[config.mk]
export PLATFORM = sky130hd
export DESIGN_NAME = vfpu_cfg_master_flat
export DESIGN_NICKNAME = d
export VERILOG_FILES = /design/src/rtl/vfpu_cfg_master_if.sv /design/src/rtl/vfpu_cfg_master.sv /design/src/flat_wrapper.sv
export SDC_FILE = /design/constraint.sdc
export NUM_CORES = 1
export LEC_CHECK = 0
export CORE_AREA = 3 3 257 259
export DETAILED_ROUTE_END_ITERATION = 12
export DIE_AREA = 0 0 260 262
export PLACE_DENSITY = 0.68
export SLEW_MARGIN = 10
export SYNTH_ARGS = -nofsm -noshare
export SYNTH_HDL_FRONTEND = slang
export SYNTH_SLANG_ARGS = --single-unit
export TNS_END_PERCENT = 50
[constraint.sdc]
create_clock -name clk_i -period 25.9 [get_ports clk_i]
set_input_delay 7.77 -clock clk_i [delete_from_list [all_inputs] [get_ports clk_i]]
set_output_delay 7.77 -clock clk_i [all_outputs]
set_load 0.01 [all_outputs]
[src/rtl/vfpu_cfg_master_if.sv]
// Peripheral config bus between the VFPU cfg master (initiator) and the
// HWPE slave register file. The request channel is add/wen/be/data/id
// qualified by req/gnt; the response channel is r_valid/r_data/r_id.
interface vfpu_cfg_master_if #(
  parameter int ID_WIDTH = 16
);
  logic                req;
  logic                gnt;
  logic [31:0]         add;
  logic                wen;
  logic [3:0]          be;
  logic [31:0]         data;
  logic [ID_WIDTH-1:0] id;
  logic                r_valid;
  logic [31:0]         r_data;
  logic [ID_WIDTH-1:0] r_id;

  modport master (
    output req, add, wen, be, data, id,
    input  gnt, r_valid, r_data, r_id
  );

  modport slave (
    input  req, add, wen, be, data, id,
    output gnt, r_valid, r_data, r_id
  );
endinterface

[src/rtl/vfpu_cfg_master.sv]
// VFPU HWPE config-port master: accepts one packed job, acquires a context,
// writes N_REGS IO params, writes the trigger, waits for completion and
// pulses done_o with the acquired context id.
// Optional build macro VFPU_CFG_STATUS_POLL_EN: completion is detected by
// polling the status register instead of evt_i.
module vfpu_cfg_master #(
  parameter int          N_REGS       = 16,
  parameter logic [31:0] BASE_ADDR    = 32'h0000_0000,
  parameter int          ID_WIDTH     = 16,
  parameter int          MASTER_ID    = 1,
  parameter int          RETRY_CYCLES = 8,
  parameter int          POLL_CYCLES  = 16
) (
  input  logic                 clk_i,
  input  logic                 rst_ni,
  input  logic                 job_valid_i,
  output logic                 job_ready_o,
  input  logic [N_REGS*32-1:0] job_params_i,
  output logic                 done_o,
  output logic [7:0]           job_id_o,
  output logic                 busy_o,
  input  logic                 evt_i,
  vfpu_cfg_master_if.master    periph
);

  localparam int IDX_W   = $clog2(N_REGS + 1);
  localparam int SEL_W   = $clog2(N_REGS);
  localparam int CNT_MAX = (RETRY_CYCLES > POLL_CYCLES) ? RETRY_CYCLES : POLL_CYCLES;
  localparam int CNT_W   = $clog2(CNT_MAX + 1);
  localparam logic [IDX_W-1:0] IDX_LAST   = IDX_W'(N_REGS - 1);
  localparam logic [CNT_W-1:0] RETRY_LAST = CNT_W'(RETRY_CYCLES - 1);
`ifdef VFPU_CFG_STATUS_POLL_EN
  localparam logic [CNT_W-1:0] POLL_LAST  = CNT_W'(POLL_CYCLES - 1);
`endif

  typedef enum logic [3:0] {
    IDLE,
    ACQ_REQ,
    ACQ_RESP,
    RETRY,
    WR_REG,
    TRIG,
    WAIT_DONE,
    POLL_WAIT,
    POLL_REQ,
    POLL_RESP
  } state_e;

  state_e           state_q, state_d;
  logic [IDX_W-1:0] idx_q, idx_d;
  logic [CNT_W-1:0] cnt_q, cnt_d;
  logic [7:0]       job_id_q, job_id_d;
  logic             ready_q, ready_d;
  logic             done_q, done_d;
  logic             params_load;
  logic [31:0]      params_q [N_REGS];
  logic             rsp_ok;

  // Read responses addressed to another master are not ours.
  assign rsp_ok = periph.r_valid && (periph.r_id == ID_WIDTH'(MASTER_ID));

`ifdef VFPU_CFG_STATUS_POLL_EN
  logic unused_evt;
  assign unused_evt = evt_i;
`else
  logic unused_rdata;
  assign unused_rdata = ^periph.r_data[30:8];
`endif

  // State, counters and registered outputs.
  always_ff @(posedge clk_i or negedge rst_ni) begin
    if (!rst_ni) begin
      state_q  <= IDLE;
      idx_q    <= '0;
      cnt_q    <= '0;
      job_id_q <= '0;
      ready_q  <= 1'b0;
      done_q   <= 1'b0;
    end else begin
      // NOTE: non-blocking assignments keep every flop sampling the
      // pre-edge values, independent of statement order.
      state_q  <= state_d;
      idx_q    <= idx_d;
      cnt_q    <= cnt_d;
      job_id_q <= job_id_d;
      ready_q  <= ready_d;
      done_q   <= done_d;
    end
  end

  // Job parameter capture on accept.
  // NOTE: params_q has no reset; it is always loaded on accept before any
  // entry is read, so a reset would only cost a wide reset fan-out.
  always_ff @(posedge clk_i) begin
    if (params_load) begin
      for (int i = 0; i < N_REGS; i++) begin
        params_q[i] <= job_params_i[32*i +: 32];
      end
    end
  end

  // Next-state logic and bus request decode.
  always_comb begin
    // NOTE: every output of this block gets a default first, so no path
    // can leave a value unassigned and infer a latch.
    state_d     = state_q;
    idx_d       = idx_q;
    cnt_d       = cnt_q;
    job_id_d    = job_id_q;
    done_d      = 1'b0;
    params_load = 1'b0;
    periph.req  = 1'b0;
    periph.add  = '0;
    periph.wen  = 1'b0;
    periph.data = '0;

    unique case (state_q)
      IDLE: begin
        if (job_valid_i && ready_q) begin
          params_load = 1'b1;
          state_d     = ACQ_REQ;
        end
      end
      ACQ_REQ: begin
        periph.req = 1'b1;
        periph.wen = 1'b1;
        periph.add = BASE_ADDR + 32'h04;
        if (periph.gnt) state_d = ACQ_RESP;
      end
      ACQ_RESP: begin
        if (rsp_ok) begin
          if (periph.r_data[31]) begin
            cnt_d   = '0;
            state_d = RETRY;
          end else begin
            job_id_d = periph.r_data[7:0];
            idx_d    = '0;
            state_d  = WR_REG;
          end
        end
      end
      RETRY: begin
        if (cnt_q == RETRY_LAST) state_d = ACQ_REQ;
        else                     cnt_d   = cnt_q + 1'b1;
      end
      WR_REG: begin
        periph.req  = 1'b1;
        periph.add  = BASE_ADDR + 32'h40 + (32'(idx_q) << 2);
        periph.data = params_q[idx_q[SEL_W-1:0]];
        if (periph.gnt) begin
          if (idx_q == IDX_LAST) state_d = TRIG;
          else                   idx_d   = idx_q + 1'b1;
        end
      end
      TRIG: begin
        periph.req = 1'b1;
        periph.add = BASE_ADDR;
        if (periph.gnt) begin
`ifdef VFPU_CFG_STATUS_POLL_EN
          cnt_d   = '0;
          state_d = POLL_WAIT;
`else
          state_d = WAIT_DONE;
`endif
        end
      end
`ifdef VFPU_CFG_STATUS_POLL_EN
      POLL_WAIT: begin
        if (cnt_q == POLL_LAST) state_d = POLL_REQ;
        else                    cnt_d   = cnt_q + 1'b1;
      end
      POLL_REQ: begin
        periph.req = 1'b1;
        periph.wen = 1'b1;
        periph.add = BASE_ADDR + 32'h0C;
        if (periph.gnt) state_d = POLL_RESP;
      end
      POLL_RESP: begin
        if (rsp_ok) begin
          if (periph.r_data == 32'h0) begin
            done_d  = 1'b1;
            state_d = IDLE;
          end else begin
            cnt_d   = '0;
            state_d = POLL_WAIT;
          end
        end
      end
`else
      WAIT_DONE: begin
        if (evt_i) begin
          done_d  = 1'b1;
          state_d = IDLE;
        end
      end
`endif
      default: state_d = IDLE;
    endcase

    // Ready is withheld in the done cycle, so the next job is taken at the
    // earliest one cycle after the done pulse.
    ready_d = (state_d == IDLE) && !done_d;
  end

  assign job_ready_o = ready_q;
  assign done_o      = done_q;
  assign job_id_o    = job_id_q;
  assign busy_o      = (state_q != IDLE);
  assign periph.be   = 4'hF;
  assign periph.id   = ID_WIDTH'(MASTER_ID);

endmodule

[src/flat_wrapper.sv]
// flat-port wrapper written by rule: the top's interface ports become plain ports
module vfpu_cfg_master_flat 
#(
  parameter int          N_REGS       = 16,
  parameter logic [31:0] BASE_ADDR    = 32'h0000_0000,
  parameter int          ID_WIDTH     = 16,
  parameter int          MASTER_ID    = 1,
  parameter int          RETRY_CYCLES = 8,
  parameter int          POLL_CYCLES  = 16
)
  (clk_i, rst_ni, job_valid_i, job_ready_o, job_params_i, done_o, job_id_o, busy_o, evt_i, periph_req, periph_add, periph_wen, periph_be, periph_data, periph_id, periph_gnt, periph_r_valid, periph_r_data, periph_r_id);
  vfpu_cfg_master_if #(.ID_WIDTH(ID_WIDTH)) periph_i ();
  input  logic clk_i;
  input  logic rst_ni;
  input  logic job_valid_i;
  output logic job_ready_o;
  input  logic [N_REGS*32-1:0] job_params_i;
  output logic done_o;
  output logic [7:0] job_id_o;
  output logic busy_o;
  input  logic evt_i;
  output wire logic [$bits(periph_i.req)-1:0] periph_req;
  output wire logic [$bits(periph_i.add)-1:0] periph_add;
  output wire logic [$bits(periph_i.wen)-1:0] periph_wen;
  output wire logic [$bits(periph_i.be)-1:0] periph_be;
  output wire logic [$bits(periph_i.data)-1:0] periph_data;
  output wire logic [$bits(periph_i.id)-1:0] periph_id;
  input wire logic [$bits(periph_i.gnt)-1:0] periph_gnt;
  input wire logic [$bits(periph_i.r_valid)-1:0] periph_r_valid;
  input wire logic [$bits(periph_i.r_data)-1:0] periph_r_data;
  input wire logic [$bits(periph_i.r_id)-1:0] periph_r_id;
  assign periph_req = periph_i.req;
  assign periph_add = periph_i.add;
  assign periph_wen = periph_i.wen;
  assign periph_be = periph_i.be;
  assign periph_data = periph_i.data;
  assign periph_id = periph_i.id;
  assign periph_i.gnt = periph_gnt;
  assign periph_i.r_valid = periph_r_valid;
  assign periph_i.r_data = periph_r_data;
  assign periph_i.r_id = periph_r_id;
  vfpu_cfg_master #(.N_REGS(N_REGS), .BASE_ADDR(BASE_ADDR), .ID_WIDTH(ID_WIDTH), .MASTER_ID(MASTER_ID), .RETRY_CYCLES(RETRY_CYCLES), .POLL_CYCLES(POLL_CYCLES)) u_core (.clk_i(clk_i), .rst_ni(rst_ni), .job_valid_i(job_valid_i), .job_ready_o(job_ready_o), .job_params_i(job_params_i), .done_o(done_o), .job_id_o(job_id_o), .busy_o(busy_o), .evt_i(evt_i), .periph(periph_i));
endmodule
== Yosys cells after proc, flatten, opt, wreduce, memory -nomap -nowiden ==
Memories as Yosys holds them, arrays and structs flattened.
Cells that the tools add are included.

* Register bits: 24
* Memory bits (writable): 512
* Input port bits: 566
* Logic and storage cells: 68
* Memories kept: 1

{| class="wikitable"
|+ Memory list
! name !! depth !! width !! read ports !! clocked after Yosys merged registers in !! write ports !! line !! source
|-
| u_core.params_q || 16 || 32 || 1 || 0 || 16 || vfpu_cfg_master.sv:56 || <nowiki>logic [31:0] params_q [N_REGS];</nowiki>
|}

* Add/sub/neg operators: 3
* Eq/ne operators: 15
* Multiplexer cells: 29
* Bitwise logic cells: 1
* Reductions and logical operators: 13

{| class="wikitable"
|+ Operators by type and width
! operator !! count
|-
| case mux 32 bit (2 select lines) || 1
|-
| two-way mux 5 bit || 7
|-
| two-way mux 32 bit || 1
|-
| two-way mux 4 bit || 8
|-
| case mux 4 bit (7 select lines) || 1
|-
| case mux 5 bit (2 select lines) || 2
|-
| equality test 16 x 1 -> 1 bit (second input constant) || 1
|-
| equality test 4 x 3 -> 1 bit (second input constant) || 3
|-
| adder 5 x 1 -> 5 bit (second input constant) || 2
|-
| inequality test 2 bit (second input constant) || 5
|-
| adder 7 x 7 -> 8 bit (first input constant) || 1
|-
| equality test 4 x 2 -> 1 bit (second input constant) || 2
|-
| logical NOT 4 bit || 2
|-
| two-way mux 1 bit || 8
|-
| equality test 5 x 3 -> 1 bit (second input constant) || 1
|-
| equality test 5 x 4 -> 1 bit (second input constant) || 1
|-
| AND reduction 5 bit || 1
|-
| equality test 4 x 1 -> 1 bit (second input constant) || 1
|-
| AND reduction 4 bit || 1
|-
| nonzero test 2 bit || 2
|-
| nonzero test 4 bit || 1
|-
| logical AND 1 bit || 3
|-
| two-way mux 3 bit || 1
|-
| AND reduction 3 bit || 1
|-
| 4 further kinds || 4
|}

== Logic depth before layout (Yosys ltp) ==
Gate-level depths: netlist (run 1).

* Depth in word-level cells: 6
* Depth in mapped cells: 9
* Gate-level depth less buffers: 8

== Worst setup path before layout (run 1) ==
OpenSTA, ideal clock, no wires.

* Kind: input -> register
* Start: input job_valid_i
* End: memory u_core.params_q[0][0] (enable)
* Setup time: 1.406 ns
* Data arrival time: 29.135 ns
* Required time: 24.494 ns
* Slack: -4.641 ns
* Cell stages on the path: 2
* Path through: nand2_1 > nor2_1

{| class="wikitable"
|+ RTL lines
! element !! line !! source
|-
| from (decl) || flat_wrapper.sv:15 || <nowiki>input logic job_valid_i;</nowiki>
|-
| to (decl) || vfpu_cfg_master.sv:56 ||
|}

== Worst setup path in the final report (run 1) ==
* Start: register u_core.idx_q[0]
* End: output periph_data[19]

* Word-level cells in the longest chain between the ends: 2

{| class="wikitable"
|+ Ends and longest elaborated chain
! element !! line !! source
|-
| from (decl) || vfpu_cfg_master.sv:50 || <nowiki>logic [IDX_W-1:0] idx_q, idx_d;</nowiki>
|-
| from (signal assigned) || vfpu_cfg_master.sv:83 || <nowiki>idx_q <= idx_d;</nowiki>
|-
| memory (16 x 32 bit) || -- ||
|-
| two-way mux 32 bit || vfpu_cfg_master.sv:117 || <nowiki>unique case (state_q)</nowiki>
|-
| to (decl) || flat_wrapper.sv:26 || <nowiki>output wire logic [$bits(periph_i.data)-1:0] periph_data;</nowiki>
|}

Every way passes these cells.

==> results of run 1 <==
routing by layer:
layer  vias to the layer above  wire, um  track usage, %
met3                        86      3950            3.78
li1                       5122         -               -
met4                         0      1470            5.12
met2                       494     30400            29.0
met5                         -         0               0
met1                      5926     21200            19.2
state kept, by name (all words and copies together) (netlist names):
register,cells
u_core.cnt_q,5
u_core.params_q,512
u_core.job_ready_o,1
u_core.job_id_o,8
u_core.done_o,1
u_core.state_q,4
u_core.idx_q,5
worst max-delay path, stage by stage, from the launching register on:
cell             delay [ps]
dfrtp_4                 820
buf_4                   580
buf_4                   670
mux4_2                  640
mux2i_1                 280
o22ai_1                 130
clkdlybuf4s50_1         550
power by group:
group | internal, W | switching [W]
combinational | 0.000101 | 0.0000737
sequential | 0.00105 | 0.0000224
clock | 0.000459 | 0.000338
total | 0.00161 | 0.000434
placed cells by master, fill, tap and decap left out, types with 3 or more instances in the layout:
cell	count
nor2_1	16
a21oi_1	4
xor2_1	5
dfrtp_1	21
clkinvlp_4	5
o21ai_0	3
edfxtp_1	512
nand4_1	3
nand2_1	9
mux2_4	7
ha_1	3
mux2_2	3
diode_2	5
mux4_2	128
clkbuf_16	58
conb_1	47
o22ai_1	34
and2_1	4
clkbuf_1	13
a22o_1	3
mux2i_1	64
clkinv_1	11
dfrtp_4	3
a21o_1	3
buf_4	16
and4b_1	3
clkinv_2	9
clkdlybuf4s50_1	593
inv_1	5
bufinv_16	4
logic make-up (layout without fill, tap and decap cells):
| kind of cell | after synthesis | count (layout) |
|---|---|---|
| xor+xnor | 5 | 5 |
| flops | 536 | 536 |
| mux | 202 | 202 |
| fa+ha+maj | 3 | 3 |
| simple gates | 57 | 57 |
| compound gates | 47 | 47 |
| buf+inv | 101 | 721 |
| other cells | 2 | 52 |
through the flow:
| stage | worst slack [ps] | util [%] | hold WS (ps) |
|---|---|---|---|
| final | 13730 | 46.2 | 510 |
| after global routing | 13360 | 46.1 | 523 |
| after CTS | 13540 | 46.1 | 512 |
| after detailed placement | 14220 | 43.2 | 491 |
| after global placement | 14200 | 43.2 | 496 |
| after floorplan | 4190 | - | 480 |
worst paths after layout:
| check | from | to | slack [ps] |
|---|---|---|---|
| setup reg to reg | u_core.state_q[2] | u_core.params_q[1][14] | 21680 |
| setup / recovery | u_core.idx_q[0] | periph_data[19] | 13730 |
| hold reg to reg | u_core.job_id_o[6] | u_core.job_id_o[6] | 510 |
| min in group asynchronous | rst_ni | u_core.job_id_o[7] | 7550 |
| hold / removal | u_core.job_id_o[6] | u_core.job_id_o[6] | 510 |
| max in group asynchronous | rst_ni | u_core.idx_q[2] | 18060 |
layout make-up:
class	instances	area [um2]	share of cell area [%]
Clock inverter	34	320	1.08
Multi-Input combinational cell	361	4600	15.5
Antenna cell	5	12.5	0.0423
Timing Repair Buffer	609	6060	20.5
Tap cell	855	1070	3.62
Sequential cell	536	16000	54.0
Clock buffer	73	1530	5.16
Inverter	5	18.8	0.0634
==> results by group, run 1 <==
Timing
  • Worst-Margin Slew: 1040 ps
  • Worst clock skew: 27.6 ps
  • Achievable clock frequency: 82.1 MHz
  • RSZ-0062 raised after global routing: false
  • Final setup fails: 0
  • Worst relative slew slack: 30.4%
  • Final period util: 47.0%
  • Count of final hold-check violations: 0
  • Minimum clock period: 12,170 ps
  • Slew Viols, Final: 0
  • Setup TNS: 0 ps

Global routing
  • First-pass GRT wire length: 80.6 mm
  • Overall Global Routing Usage: 16.1%
  • Initial antenna violation count: 7
  • GRT Residual Overflow: 0
  • Largest net degree at the start of global routing: 84
  • Number of global-route vias before repair: 12,500

Yosys
  • Number of distinct library cells after synthesis: 40
  • Synth cell count leaders: edfxtp_1, mux4_2, mux2i_1
  • Most numerous cell in the Yosys netlist: edfxtp_1
  • Combinational family with the most area after synthesis: multiplexers
  • Synth Register Bits: 536
  • Synth area leaders: edfxtp_1, mux4_2, mux2i_1
  • Synth Area in Adders: 0.178%
  • Ys Warns: 0
  • Synth top area share: 73.1%
  • Post-synth ARST share: 4.48%
  • Synth area leader: edfxtp_1
  • Post-synthesis sequential area ratio: 76.0%
  • Mapped Area: 0.0210 mm2
  • Xor and xnor area share after synthesis: 0.208%
  • Post-synthesis mux area share: 17.4%
  • Complex-gate fraction of the synthesized area: 1.41%
  • Top FF cell, synth: edfxtp_1
  • Number of synthesized flops with an enable pin: 512
  • Avg Inst Size Synth: 22.1 um2
  • Synth Instances: 953
  • Synth Area in Simple Gates: 1.76%

Clock tree
  • Clock transition at the registers of the reported paths: 60 ps
  • CTS Buffer Depth: 3
  • Resized Gates After CTS: 0
  • H-tree Lvls: 2
  • Clock Latency Late Sink: 620 ps
  • Hold buffer count at cts: 0
  • CTS tree: built
  • Clock sink total: 536
  • Postcts setup bufs: 0
  • Root buffer cell: clkbuf_16
  • Cts bufs inserted: 58

Floorplanning
  • Die height: 262 um
  • Placement Rows: 93
  • Io pins: 663
  • Core region area: 0.0641 mm2
  • Effective utilization at floorplan: 32.8%
  • Die area: 0.0681 mm2
  • Die width: 260 um

Setup path
  • Worst setup SP type: flip-flop
  • Max FO, Critical Path: 35
  • Crit path kind: reg -> out
  • CP arrival: 4400 ps
  • Worst R2R Path Depth: 6
  • Endpoint class of the critical path: output port
  • Critical Path RT: 18,130 ps

Routing
  • DRT Wirelength: 57.1 mm
  • Initial DRC Count: 742
  • # DRC: 0
  • Routed via count: 11,600
  • Drt pass-1 iters: 4
  • DR vias/cell: 4.69
  • Detail Route Antenna Nets: 0
  • WL/cell: 23.0 um

Worst hold path
  • Hold path depth: 1
  • Hold Crit Class: reg -> reg

Placement
  • Cells after DPL: 2,366
  • PortBufs: 593
  • RePlAce Congestion: 0.822
  • Placed standard-cell area: 0.0277 mm2
  • Dpl hpwl: 40.6 mm

Job
  • Max cap viols: 0

Power
  • Peak supply drop: 0.0509 mV
  • Overall power: 0.00204 W
  • LEAKAGE: 9.53 nW
  • PwrDens: 68.9 mW/mm2

Layout
  • Finished Layout Cells: 2,478
  • Fin area: 0.0296 mm2
  • Layout cells sized above 1: 15.4%
  • Syn-to-layout area delta: 40.7%
  • Fill count: 5,463
  • Final #Nets: 2,140

Run status
  • Status: complete, no violations
Power figures use the tool's default switching activity.
==> run 2: changes to the inputs <==
Settings changed: CORE_AREA 3 3 257 259 to 3 3 256 258, DIE_AREA 0 0 260 262 to 0 0 259 261, PLACE_DENSITY 0.68 to 0.7.
Clock period 25.9 ns to 9.8 ns, I/O delays scaled along.
==> run 2 against run 1 <==
  * Setup slack worse by 11000 ps
  * Power rose to 2.7 times the previous value
  * Hold slack better by 0.53 ps
  * Design area up 0.56%
  * First-iteration DRC count down 5.3%
  * Non-clock buffer count down 4
  * Cell count down 0.20%
  * Register-to-register slack worse by 15000 ps
  * Core utilization up 0.93 points
  * Largest cell class unchanged
==> results by group, run 2 (synthesis results as in run 1) <==
Floorplanning
  • Die area: 0.0676 mm2 (was 0.0681 mm2)
  • Die height: 261 um (was 262 um)
  • Die width: 259 um (was 260 um)
  • Placement Rows: 92 (was 93)
  • Io pins: 663 (unchanged)
  • Effective utilization at floorplan: 33.3% (was 32.8%)
  • Core region area: 0.0632 mm2 (was 0.0641 mm2)

Power
  • LEAKAGE: 9.58 nW (was 9.53 nW)
  • Overall power: 0.00553 W (was 0.00204 W)
  • PwrDens: 186 mW/mm2 (was 68.9 mW/mm2)
  • Peak supply drop: 0.141 mV (was 0.0509 mV)

Layout
  • Finished Layout Cells: 2,473 (was 2,478)
  • Post-layout util: 47.1% (was 46.2%)
  • Layout cells sized above 1: 15.7% (was 15.4%)
  • Max FFs per register: 512 (unchanged)
  • Fin area: 0.0298 mm2 (was 0.0296 mm2)
  • Most frequent cells in the layout: clkdlybuf4s50_1, edfxtp_1, mux4_2 (unchanged)
  • Commonest non-fill, non-tap cell in the layout: clkdlybuf4s50_1 (unchanged)
  • Syn-to-layout area delta: 41.5% (was 40.7%)
  • Final #Nets: 2,134 (was 2,140)
  • Most flops, register: u_core.params_q (unchanged)

Timing
  • Count of final hold-check violations: 0 (unchanged)
  • Setup WS post-layout: 2920 ps (was 13,730 ps)
  • Worst clock skew: 11.6 ps (was 27.6 ps)
  • RSZ-0062 raised after global routing: false (unchanged)
  • Worst-Margin Slew: 1140 ps (was 1040 ps)
  • Final setup fails: 0 (unchanged)
  • Achievable clock frequency: 145 MHz
  • Worst relative slew slack: 24.1% (was 30.4%)
  • Minimum clock period: 6880 ps
  • Final period util: 70.2%
  • Slew Viols, Final: 0 (unchanged)

Global routing
  • Initial antenna violation count: 11 (was 7)
  • Largest net degree at the start of global routing: 188 (was 84)
  • Overall Global Routing Usage: 16.1% (about the same)
  • First-pass GRT wire length: 79.5 mm (was 80.6 mm)
  • GRT Residual Overflow: 0 (unchanged)
  • Number of global-route vias before repair: 12,300 (was 12,500)

Worst hold path
  • Hold Crit Class: reg -> reg (unchanged)
  • Hold EP: u_core.job_id_o[3] (was u_core.job_id_o[6])
  • Hold path depth: 1 (unchanged)
  • Worst min-delay path startpoint: u_core.job_id_o[3] (was u_core.job_id_o[6])

Routing
  • Initial DRC Count: 703 (was 742)
  • Detail Route Antenna Nets: 0 (unchanged)
  • # DRC: 0 (unchanged)
  • WL/cell: 22.9 um (was 23.0 um)
  • DRT Wirelength: 56.7 mm (was 57.1 mm)
  • DR vias/cell: 4.63 (was 4.69)
  • Drt pass-1 iters: 8 (was 4)
  • Routed via count: 11,500 (was 11,600)

Clock tree
  • Root buffer cell: clkbuf_16 (unchanged)
  • Clock sink total: 536 (unchanged)
  • Postcts setup bufs: 0 (unchanged)
  • CTS tree: built (unchanged)
  • Hold buffer count at cts: 0 (unchanged)
  • Clock transition at the registers of the reported paths: 60 ps (about the same)
  • CTS Buffer Depth: 3 (unchanged)
  • H-tree Lvls: 2 (unchanged)
  • Resized Gates After CTS: 0 (unchanged)
  • Clock Latency Late Sink: 590 ps (was 620 ps)
  • Cts bufs inserted: 56 (was 58)

Setup path
  • CP arrival: 3940 ps (was 4400 ps)
  • Kind of cell adding the most delay to the critical path: multiplexers (was buffers and inverters)
  • Reg2reg setup slack: 6540 ps (was 21,680 ps)
  • Worst R2R Path Depth: 5 (was 6)
  • CP peak stage delay: 980 ps (was 820 ps)
  • Endpoint class of the critical path: output port (unchanged)
  • Max FO, Critical Path: 67 (was 35)
  • Worst Path Buf+Inv: 2 (was 3)
  • CP cell instances: buf_12 -> mux4_2 -> mux2i_1 -> o22ai_1 -> clkdlybuf4s50_1 (was buf_4 -> buf_4 -> mux4_2 -> mux2i_1 -> o22ai_1 -> clkdlybuf4s50_1)
  • Crit-path slowest cell: dfrtp_4 (unchanged)
  • RR Endpoint: u_core.params_q[4][18] (was u_core.params_q[1][14])
  • Reg-to-reg critical path startpoint: u_core.state_q[2] (unchanged)
  • Critical Path RT: 6860 ps (was 18,130 ps)
  • Crit path kind: reg -> out (unchanged)
  • Worst setup SP type: flip-flop (unchanged)

Placement
  • Placed standard-cell area: 0.0277 mm2 (about the same)
  • Dpl hpwl: 40.3 mm (was 40.6 mm)
  • Setup slack at placement: 3370 ps (was 14,220 ps)
  • Cells after DPL: 2,353 (was 2,366)
  • RePlAce Congestion: 0.844 (was 0.822)
  • PortBufs: 593 (unchanged)

Run status
  • Status: complete, no violations (unchanged)

Job
  • Max cap viols: 0 (unchanged)
==> run 2: worst max path at each step <==
stage | start | endpoint | slack (ps) | cells after the start
after detailed placement | u_core.idx_q[0] | periph_data[28] | 3370 | 5
after floorplan | job_valid_i | u_core.params_q[0][0] | -1170 | 2
after CTS | u_core.idx_q[0] | periph_data[28] | 2690 | 5
final | u_core.idx_q[0] | periph_data[28] | 2920 | 5
after global routing | u_core.idx_q[0] | periph_data[28] | 2640 | 5
after global placement | u_core.idx_q[0] | periph_data[28] | 3350 | 5
==> run 2: routing by layer <==
metal / track usage (%) / up-vias / share of wire [%]
li1: - / 5123 / -
met1: 19.2 / 5749 / 37
met2: 28.0 / 510 / 52
met3: 5.03 / 75 / 8.6
met4: 5.25 / 2 / 2.5
met5: 0 / - / 0.023
==> run 2: area by class of cell <==
type                    instances  area, um2
inverters                       5       18.8
diodes                         15       37.5
flip-flops and latches        536      16000
multi-input cells             361       4610
repair buffers                605       6080
well taps                     846       1060
fillers                      5227      33400
clock inverters                38        489
clock buffers                  67       1480
==> run 2: stage by stage <==
step	TNS (ps)	hold slack, ps
after floorplan	-599180	480
after global placement	0	494
after detailed placement	0	498
after CTS	0	514
after global routing	0	534
final	0	511
==> run 2: power breakdown <==
part	total (W)	switching (W)	internal, W
Sequential	0.00282	0.0000567	0.00276
Combinational	0.000464	0.000193	0.000270
Clock	0.00225	0.000897	0.00135
Total	0.00553	0.00115	0.00438
==> run 3: changes to the inputs <==
Settings changed: CORE_AREA 3 3 256 258 to 3 3 257 259, DIE_AREA 0 0 259 261 to 0 0 260 262, PLACE_DENSITY 0.7 to 0.68.
Clock period 9.8 ns to 7 ns, I/O delays scaled along.
==> run 3 against run 2 <==
  * Flip-flop and latch count is the same
  * Sequential share of layout area up 0.068 points
  * Clock skew up 8.8 ps
  * Highest routed layer unchanged
==> results by group, run 3 (synthesis results as in run 1) <==
Clock tree
  • Root buffer cell: clkbuf_16 (unchanged)
  • Hold buffer count at cts: 0 (unchanged)
  • Clock Latency Late Sink: 600 ps (was 590 ps)
  • Resized Gates After CTS: 0 (unchanged)
  • Clock transition at the registers of the reported paths: 60 ps (about the same)
  • H-tree Lvls: 2 (unchanged)
  • Cts bufs inserted: 57 (was 56)
  • Postcts setup bufs: 0 (unchanged)
  • Clock sink total: 536 (unchanged)
  • CTS tree: built (unchanged)
  • CTS Buffer Depth: 3 (unchanged)

Setup path
  • Reg2reg setup slack: 4240 ps (was 6540 ps)
  • Worst setup SP type: flip-flop (unchanged)
  • Endpoint class of the critical path: output port (unchanged)
  • RR Endpoint: u_core.params_q[10][14] (was u_core.params_q[4][18])
  • Critical Path RT: 4900 ps (was 6860 ps)
  • Max FO, Critical Path: 32 (was 67)
  • CP arrival: 3510 ps (was 3940 ps)
  • Reg-to-reg critical path startpoint: u_core.state_q[2] (unchanged)
  • CP Launch Point: u_core.state_q[1] (was u_core.idx_q[0])
  • Crit path kind: reg -> out (unchanged)
  • Worst R2R Path Depth: 4 (was 5)
  • Setup crit end: periph_data[16] (was periph_data[28])

Layout
  • Final #Nets: 2,141 (was 2,134)
  • Most flops, register: u_core.params_q (unchanged)
  • Layout cells sized above 1: 15.6% (was 15.7%)
  • Syn-to-layout area delta: 41.3% (was 41.5%)
  • Multi-input gate area: 0.00461 mm2 (unchanged)
  • Most frequent cells in the layout: clkdlybuf4s50_1, edfxtp_1, mux4_2 (unchanged)
  • Fill count: 5,355 (was 5,227)
  • Sequential cell area: 0.0160 mm2 (unchanged)
  • Max FFs per register: 512 (unchanged)
  • Commonest non-fill, non-tap cell in the layout: clkdlybuf4s50_1 (unchanged)
  • Fin area: 0.0297 mm2 (was 0.0298 mm2)

Timing
  • Worst relative slew slack: 22.3% (was 24.1%)
  • Achievable clock frequency: 178 MHz
  • Final period util: 80.1%
  • Minimum clock period: 5610 ps
  • Slew Viols, Final: 0 (unchanged)
  • Worst-Margin Slew: 1170 ps (was 1140 ps)
  • RSZ-0062 raised after global routing: false (unchanged)
  • Count of final hold-check violations: 0 (unchanged)
  • Final setup fails: 0 (unchanged)
  • Worst clock skew: 20.4 ps (was 11.6 ps)

Floorplanning
  • Effective utilization at floorplan: 32.8% (was 33.3%)
  • Die height: 262 um (was 261 um)
  • Core region area: 0.0641 mm2 (was 0.0632 mm2)
  • Die width: 260 um (was 259 um)
  • Placement Rows: 93 (was 92)
  • Io pins: 663 (unchanged)
  • Die area: 0.0681 mm2 (was 0.0676 mm2)

Global routing
  • First-pass GRT wire length: 80.0 mm (was 79.5 mm)
  • Overall Global Routing Usage: 16.1% (about the same)
  • Number of global-route vias before repair: 12,600 (was 12,300)
  • Largest net degree at the start of global routing: 186 (was 188)
  • GRT Residual Overflow: 0 (unchanged)
  • Initial antenna violation count: 12 (was 11)

Routing
  • WL/cell: 22.9 um (about the same)
  • Initial DRC Count: 674 (was 703)
  • Drt pass-1 iters: 5 (was 8)
  • Detail Route Antenna Nets: 0 (unchanged)
  • DRT Wirelength: 56.8 mm (was 56.7 mm)
  • # DRC: 0 (unchanged)
  • Routed via count: 11,600 (was 11,500)
  • DR vias/cell: 4.67 (was 4.63)

Placement
  • RePlAce Congestion: 0.817 (was 0.844)
  • PortBufs: 593 (unchanged)
  • Dpl hpwl: 40.8 mm (was 40.3 mm)
  • Placed standard-cell area: 0.0278 mm2 (was 0.0277 mm2)

Job
  • Max cap viols: 0 (unchanged)

Power
  • Overall power: 0.00760 W (was 0.00553 W)
  • Peak supply drop: 0.239 mV (was 0.141 mV)
  • PwrDens: 256 mW/mm2 (was 186 mW/mm2)
  • LEAKAGE: 9.58 nW (about the same)

Worst hold path
  • Hold Crit Class: reg -> reg (unchanged)

Run status
  • Status: complete, no violations (unchanged)
==> run 3: cell types whose count changed in the layout (fill, tap and decap cells not counted), sizes merged <==
cell	before	now
diode	15	6
clkinv	17	21
bufinv	10	7
clkbuf	67	70
inv	9	8
buf	12	18
clkinvlp	7	4
==> run 3: metrics by stage <==
stage	worst slack, ps	hold WS (ps)	instances	util (%)	setup TNS [ps]
after floorplan	-3130	480	998	-	-1606620
after global placement	1990	494	2368	43.4	0
after detailed placement	1960	493	2368	43.4	0
after CTS	1290	509	2473	46.3	0
after global routing	1170	542	2479	46.3	0
final	1390	509	2479	46.3	0
==> run 3: power breakdown <==
| part | leakage [nW] | total (W) | switching (W) | internal (W) |
|---|---|---|---|---|
| Combinational | 3.66 | 0.000660 | 0.000274 | 0.000386 |
| Sequential | 5.02 | 0.00395 | 0.0000799 | 0.00387 |
| Clock | 0.900 | 0.00300 | 0.00124 | 0.00176 |
| Total | 9.58 | 0.00760 | 0.00159 | 0.00601 |
==> run 3: critical path, stage by stage, from the launching register on <==
cell             delay, ps
dfrtp_1                530
nor4b_4                530
or2b_2                 770
o22ai_1                420
clkdlybuf4s50_1        650
==> run 3: cell type report <==
cell class / count / area share (%)
sequential: 536 / 53.8
timing repair buffer: 611 / 20.7
multi-input combinational: 361 / 15.5
clock buffer: 70 / 4.96
tap: 855 / 3.60
clock inverter: 35 / 1.31
inverter: 5 / 0.0632
antenna: 6 / 0.0505
==> run 3: metal layers <==
metal / GRT usage [%] / share of wire (%)
met1: 18.4 / 36
met2: 28.9 / 53
met3: 4.51 / 7.7
met4: 5.67 / 3.0
met5: 0 / 0.088
==> run 3: worst min path at each step <==
stage | start | slack (ps) | to | depth (start not counted)
finish | u_core.job_id_o[6] | 510 | u_core.job_id_o[6] | 1
global route | u_core.job_id_o[2] | 540 | u_core.job_id_o[2] | 1
CTS | u_core.job_id_o[5] | 510 | u_core.job_id_o[5] | 1
detailed placement | u_core.job_id_o[5] | 490 | u_core.job_id_o[5] | 1
global placement | u_core.job_id_o[6] | 490 | u_core.job_id_o[6] | 1
floorplan | u_core.idx_q[4] | 480 | u_core.idx_q[4] | 1
